File: src/rtl/two_four_scheduler.sv
// Round-robin scheduler that lends one two/four counter to two requesters for a run of N wraps.
// Optional watchdog abort is built when SCHED_WDOG_EN is defined.
module two_four_scheduler #(
  parameter int unsigned LEN_W      = 4,
  parameter int unsigned WDOG_LIMIT = 15
) (
  input  logic             clk,
  input  logic             reset,
  input  logic             req0,
  input  logic             req1,
  input  logic             mode0,
  input  logic             mode1,
  input  logic [LEN_W-1:0] len0,
  input  logic [LEN_W-1:0] len1,
  input  logic             cnt_z,
  output logic             cnt_x,
  output logic             cnt_en,
  output logic             cnt_clr,
  output logic             gnt0,
  output logic             gnt1,
  output logic             done,
  output logic             err,
  output logic             busy
);

  typedef enum logic [1:0] {StIdle, StClear, StRun, StDone} state_e;

  state_e           state_q, state_d;
  logic             gnt0_q, gnt0_d;
  logic             gnt1_q, gnt1_d;
  logic             prio_q, prio_d;  // 1 favours req1
  logic             mode_q, mode_d;
  logic [LEN_W-1:0] rem_q, rem_d;
  logic             pick0;

`ifdef SCHED_WDOG_EN
  localparam int unsigned WdogW = $clog2(WDOG_LIMIT + 1);
  logic [WdogW-1:0] wdog_q, wdog_d;
  logic             err_q, err_d;
`endif

  assign pick0 = req0 & (~req1 | ~prio_q);

  always_comb begin
    state_d = state_q;
    gnt0_d  = gnt0_q;
    gnt1_d  = gnt1_q;
    prio_d  = prio_q;
    mode_d  = mode_q;
    rem_d   = rem_q;
`ifdef SCHED_WDOG_EN
    wdog_d  = wdog_q;
    err_d   = 1'b0;
`endif
    unique case (state_q)
      StIdle: begin
        if (req0 || req1) begin
          gnt0_d  = pick0;
          gnt1_d  = ~pick0;
          mode_d  = pick0 ? mode0 : mode1;
          rem_d   = pick0 ? len0 : len1;
          state_d = StClear;
        end
      end
      StClear: begin
`ifdef SCHED_WDOG_EN
        wdog_d  = '0;
`endif
        state_d = (rem_q == '0) ? StDone : StRun;
      end
      StRun: begin
        if (cnt_z) begin
          rem_d = rem_q - 1'b1;
          if (rem_q == LEN_W'(1)) state_d = StDone;
`ifdef SCHED_WDOG_EN
          wdog_d = '0;
        end else if (wdog_q == WdogW'(WDOG_LIMIT - 1)) begin
          state_d = StDone;
          err_d   = 1'b1;
        end else begin
          wdog_d = wdog_q + 1'b1;
`endif
        end
      end
      StDone: begin
        state_d = StIdle;
        gnt0_d  = 1'b0;
        gnt1_d  = 1'b0;
        prio_d  = gnt0_q;
      end
      default: state_d = StIdle;
    endcase
  end

  always_ff @(posedge clk) begin
    if (reset) begin
      state_q <= StIdle;
      gnt0_q  <= 1'b0;
      gnt1_q  <= 1'b0;
      prio_q  <= 1'b0;
      mode_q  <= 1'b0;
      rem_q   <= '0;
`ifdef SCHED_WDOG_EN
      wdog_q  <= '0;
      err_q   <= 1'b0;
`endif
    end else begin
      state_q <= state_d;
      gnt0_q  <= gnt0_d;
      gnt1_q  <= gnt1_d;
      prio_q  <= prio_d;
      mode_q  <= mode_d;
      rem_q   <= rem_d;
`ifdef SCHED_WDOG_EN
      wdog_q  <= wdog_d;
      err_q   <= err_d;
`endif
    end
  end

  assign busy    = (state_q != StIdle);
  assign cnt_clr = (state_q == StClear);
  assign cnt_en  = (state_q == StRun);
  assign done    = (state_q == StDone);
  assign cnt_x   = busy & mode_q;
  assign gnt0    = gnt0_q;
  assign gnt1    = gnt1_q;
`ifdef SCHED_WDOG_EN
  assign err     = err_q;
`else
  assign err     = 1'b0;
`endif

endmodule

File: config.mk
export PLATFORM = sky130hd
export DESIGN_NAME = two_four_scheduler
export DESIGN_NICKNAME = d
export VERILOG_FILES = /design/src/rtl/two_four_scheduler.sv
export SDC_FILE = /design/constraint.sdc
export NUM_CORES = 1
export LEC_CHECK = 0
export CAP_MARGIN = 20
export CELL_PAD_IN_SITES_DETAIL_PLACEMENT = 0
export CELL_PAD_IN_SITES_GLOBAL_PLACEMENT = 1
export CORE_MARGIN = 2
export CORE_UTILIZATION = 33
export CTS_BUF_LIST = sky130_fd_sc_hd__clkbuf_16
export CTS_CLUSTER_SIZE = 30
export DETAILED_ROUTE_END_ITERATION = 10
export GPL_TIMING_DRIVEN = 1
export PLACE_DENSITY = 0.77
export SLEW_MARGIN = 5
export SYNTH_ARGS = -nofsm -noshare
export SYNTH_HDL_FRONTEND = slang
export SYNTH_SLANG_ARGS = --single-unit
File: constraint.sdc
create_clock -name clk -period 2.4 [get_ports clk]
set_clock_uncertainty 0.2 [all_clocks]
set_input_delay 0.24 -clock clk [delete_from_list [all_inputs] [get_ports clk]]
set_output_delay 0.24 -clock clk [all_outputs]
set_load 0.02 [all_outputs]
==> results.toml <==
[power_and_ir_drop]
p_sw_uw = 405
pwr-share-clk_pct = 26.9
p_int_uw = 699
total_power_uw = 1100
p_per_area_nw_per_um2 = 1090
p_comb_share_pct = 48.3
ir_drop_mv = 0.432
power.leakage_uw = 0.000408
seqPwrFrac_pct = 24.9
switching_share_pct = 36.7

[routing]
initialDrtViolationCount = 8
firstDrtPassIters = 4
vias = 633
drc = 0
drtAntennaViolNets = 0
via_per_inst = 4.87
wire_per_inst_um = 12.1
routed_wl_mm = 1.57

[hold_path]
hold_start = "rem_q[1]"
worstHoldPathType = "register to register"

[worst_setup_path]
crit_required_ns = 1.96
worst-path-buf-inv = 2
cp_slowest_stage_delay_ns = 0.59
r2r_start = "state_q[1]"
crit_chain = "inv_1, ha_1, and2b_2, clkdlybuf4s50_1"
startpoint = "state_q[1]"
cp-start-kind = "register"
crit_slowest_cell = "clkdlybuf4s50_1"
cp_top_family = "buffers and inverters"
arrival_ns = 1.82
critical_path_class = "register to primary output"
endpoint_kind = "primary output"
cp_max_fo = 6

[cts]
cts-root-buf = "clkbuf_16"
numCtsBuffers = 3
clkSinkCount = 10
htree_levels = 1
clock_latency_ns = 0.24
max-clock-path-buffers = 2
post_cts_buffers = 0
clkTransAtPathRegs_ns = 0.04
tritoncts = "built"

[placement]
place.port_buffers = 21
hpwlAfterDp_mm = 1.24
place.gp.congestion = 0.783
placed_cells = 126

[global_route]
antenna_found_initial = 0
grt_pass1_wl_mm = 2.73
grt_overflow = 0
grtUsageTotal_pct = 14.3
busiest_layer = "met2"
grtUsageMet2_pct = 21.6
use_met1_pct = 18.3
met3_usage_pct = 3.51
grt_max_degree = 12
grt_pass1_vias = 602

[synthesis]
synth_edf_count = 0
syn-instance-count = 80
yosysWarningCount = 0
async_flop_share_pct = 0
synth.cell_area_um2 = 731
yosysTopAreaCellShare_pct = 27.4
synth-main-ff-cell = "dfxtp_1"
ys_ff_latch = 10
avgSynthCellArea_um2 = 9.13
synth_seq_area_share_pct = 27.4
syn-num-nets = 103
synth.distinct_cells = 34
synthTopCellsByArea = "dfxtp_1 27%, ha_1 14%, mux2i_1 5.5%, a21oi_1 4.8%, clkbuf_8 3.8%"
synth_top_area_cell = "dfxtp_1"

[sta]
finalHoldViolations = 0
rsz0062_at_grt = "false"
period_needed_ns = 2.26
timing.hold.ws_ns = 0.269
finalSetupTns_ns = 0
min_period_over_period_pct = 94.3
maxSlewViolCount = 0
setup_violations = 0
timing.fmax_ghz = 0.442

[final_layout]
finalCoreUtilization_pct = 47.2
diodes = 0
finalNetCount = 126
syn2layout_area_growth_pct = 38.9
fin_cells = 130
drive_gt1_share_pct = 8.82

[floorplanning]
rows = 17
dieArea_um2 = 2610
die_h_um = 51.1
die_w_um = 51.1
coreArea_um2 = 2150
start_util_pct = 34.0
io_pins = 23

[outcome]
status = "finished, final reports clean"

[run]
cap_violations = 0
synthesized netlist by cell type, drive strengths merged (2+ instances only):
| library cell | count |
|---|---|
| dfxtp | 10 |
| ha | 8 |
| a21oi | 7 |
| inv | 5 |
| nor2 | 5 |
| o21ai | 5 |
| mux2i | 4 |
| nand2b | 4 |
| buf | 3 |
| nand2 | 3 |
| nand3 | 3 |
| clkbuf | 2 |
| mux2 | 2 |
| or3 | 2 |
per-stage QoR:
step                instance area (µm²)  setup WS (ns)
finish                             1010          0.137
global route                       1010         0.0167
CTS                                1010          0.106
detailed placement                  933          0.261
global placement                    933          0.304
floorplan                           731          0.406
area by class of cell:
| type | count | area [µm²] |
|---|---|---|
| timing repair buffer | 23 | 228 |
| sequential | 10 | 200 |
| inverter | 5 | 18.8 |
| multi-input combinational | 60 | 454 |
| clock buffer | 3 | 75.1 |
| fill | 215 | 1130 |
| clock inverter | 1 | 3.75 |
| tap | 28 | 35.0 |
flip-flops by register name, indices dropped and copies added (netlist names):
register  count
prio_q        1
rem_q         4
gnt0          1
mode_q        1
state_q       2
gnt1          1
metal layers:
| layer | routed length, µm | vias up |
|---|---|---|
| met5 | 0 | - |
| met4 | 34 | 0 |
| met3 | 61 | 4 |
| met2 | 734 | 12 |
| met1 | 737 | 291 |
| li1 | - | 326 |
worst register-to-register path: stages (launching register included):
cell and delay [ns]:
dfxtp_1 0.39, inv_1 0.11, ha_1 0.27, nor3b_4 0.19
or2_1 0.31, or3_1 0.38, a31oi_1 0.16
timing repair:
action,CTS,global route
hold buffers,0,0
resized for setup,0,1
setup endpoints to repair,0,1
placed cells by master, fill, tap and decap left out:
| cell type | n |
|---|---|
| nand2b_1 | 4 |
| nor2_1 | 5 |
| or2_1 | 1 |
| o32ai_1 | 1 |
| and2b_2 | 1 |
| nand4_1 | 1 |
| mux2_2 | 1 |
| nand3b_1 | 1 |
| a221o_1 | 1 |
| nand3_1 | 3 |
| a31oi_1 | 1 |
| a21boi_2 | 1 |
| nand4bb_1 | 1 |
| nand2_1 | 3 |
| ha_1 | 8 |
| mux2i_1 | 4 |
| o21ai_0 | 4 |
| a21oi_1 | 7 |
| mux2_1 | 1 |
| a211oi_1 | 1 |
| a221oi_1 | 1 |
| clkbuf_16 | 3 |
| inv_1 | 5 |
| a311oi_1 | 1 |
| o21bai_1 | 1 |
| o21ai_1 | 1 |
| or3_1 | 2 |
| clkinv_1 | 1 |
| nor3b_4 | 1 |
| buf_4 | 2 |
| clkdlybuf4s50_1 | 20 |
| dlymetal6s2s_1 | 1 |
| a2bb2oi_1 | 1 |
| conb_1 | 1 |
| dfxtp_1 | 10 |
| a32oi_1 | 1 |
path summary, 6_finish.rpt:
path	slack, ns	to	depth (start not counted)
worst max register to register	0.32	rem_q[0]	6
worst max-delay path	0.14	cnt_x	4
worst min register to register	0.27	rem_q[1]	2
worst min-delay path	0.27	rem_q[1]	2
power groups by stage:
stage          clock, µW  combinational [µW]  sequential [µW]
2_1_floorplan          0                 405              273
3_3_place_gp           0                 533              277
3_5_place_dp           0                 536              280
4_1_cts              301                 540              276
5_1_grt              316                 597              288
6_report             297                 533              275
logic make-up (layout without fill, tap and decap cells):
logic type | count (synthesis) | count (layout) | share of synthesized area [%]
multiplexers | 6 | 6 | 8.56
buffers and inverters | 10 | 32 | 10.4
AND/OR/NAND/NOR | 23 | 23 | 19.3
AO/OA/AOI/OAI | 22 | 22 | 20.0
other | 1 | 1 | 0.513
flip-flops | 10 | 10 | 27.4
adder cells (fa/ha/maj) | 8 | 8 | 13.7
Power figures use the tool's default switching activity.
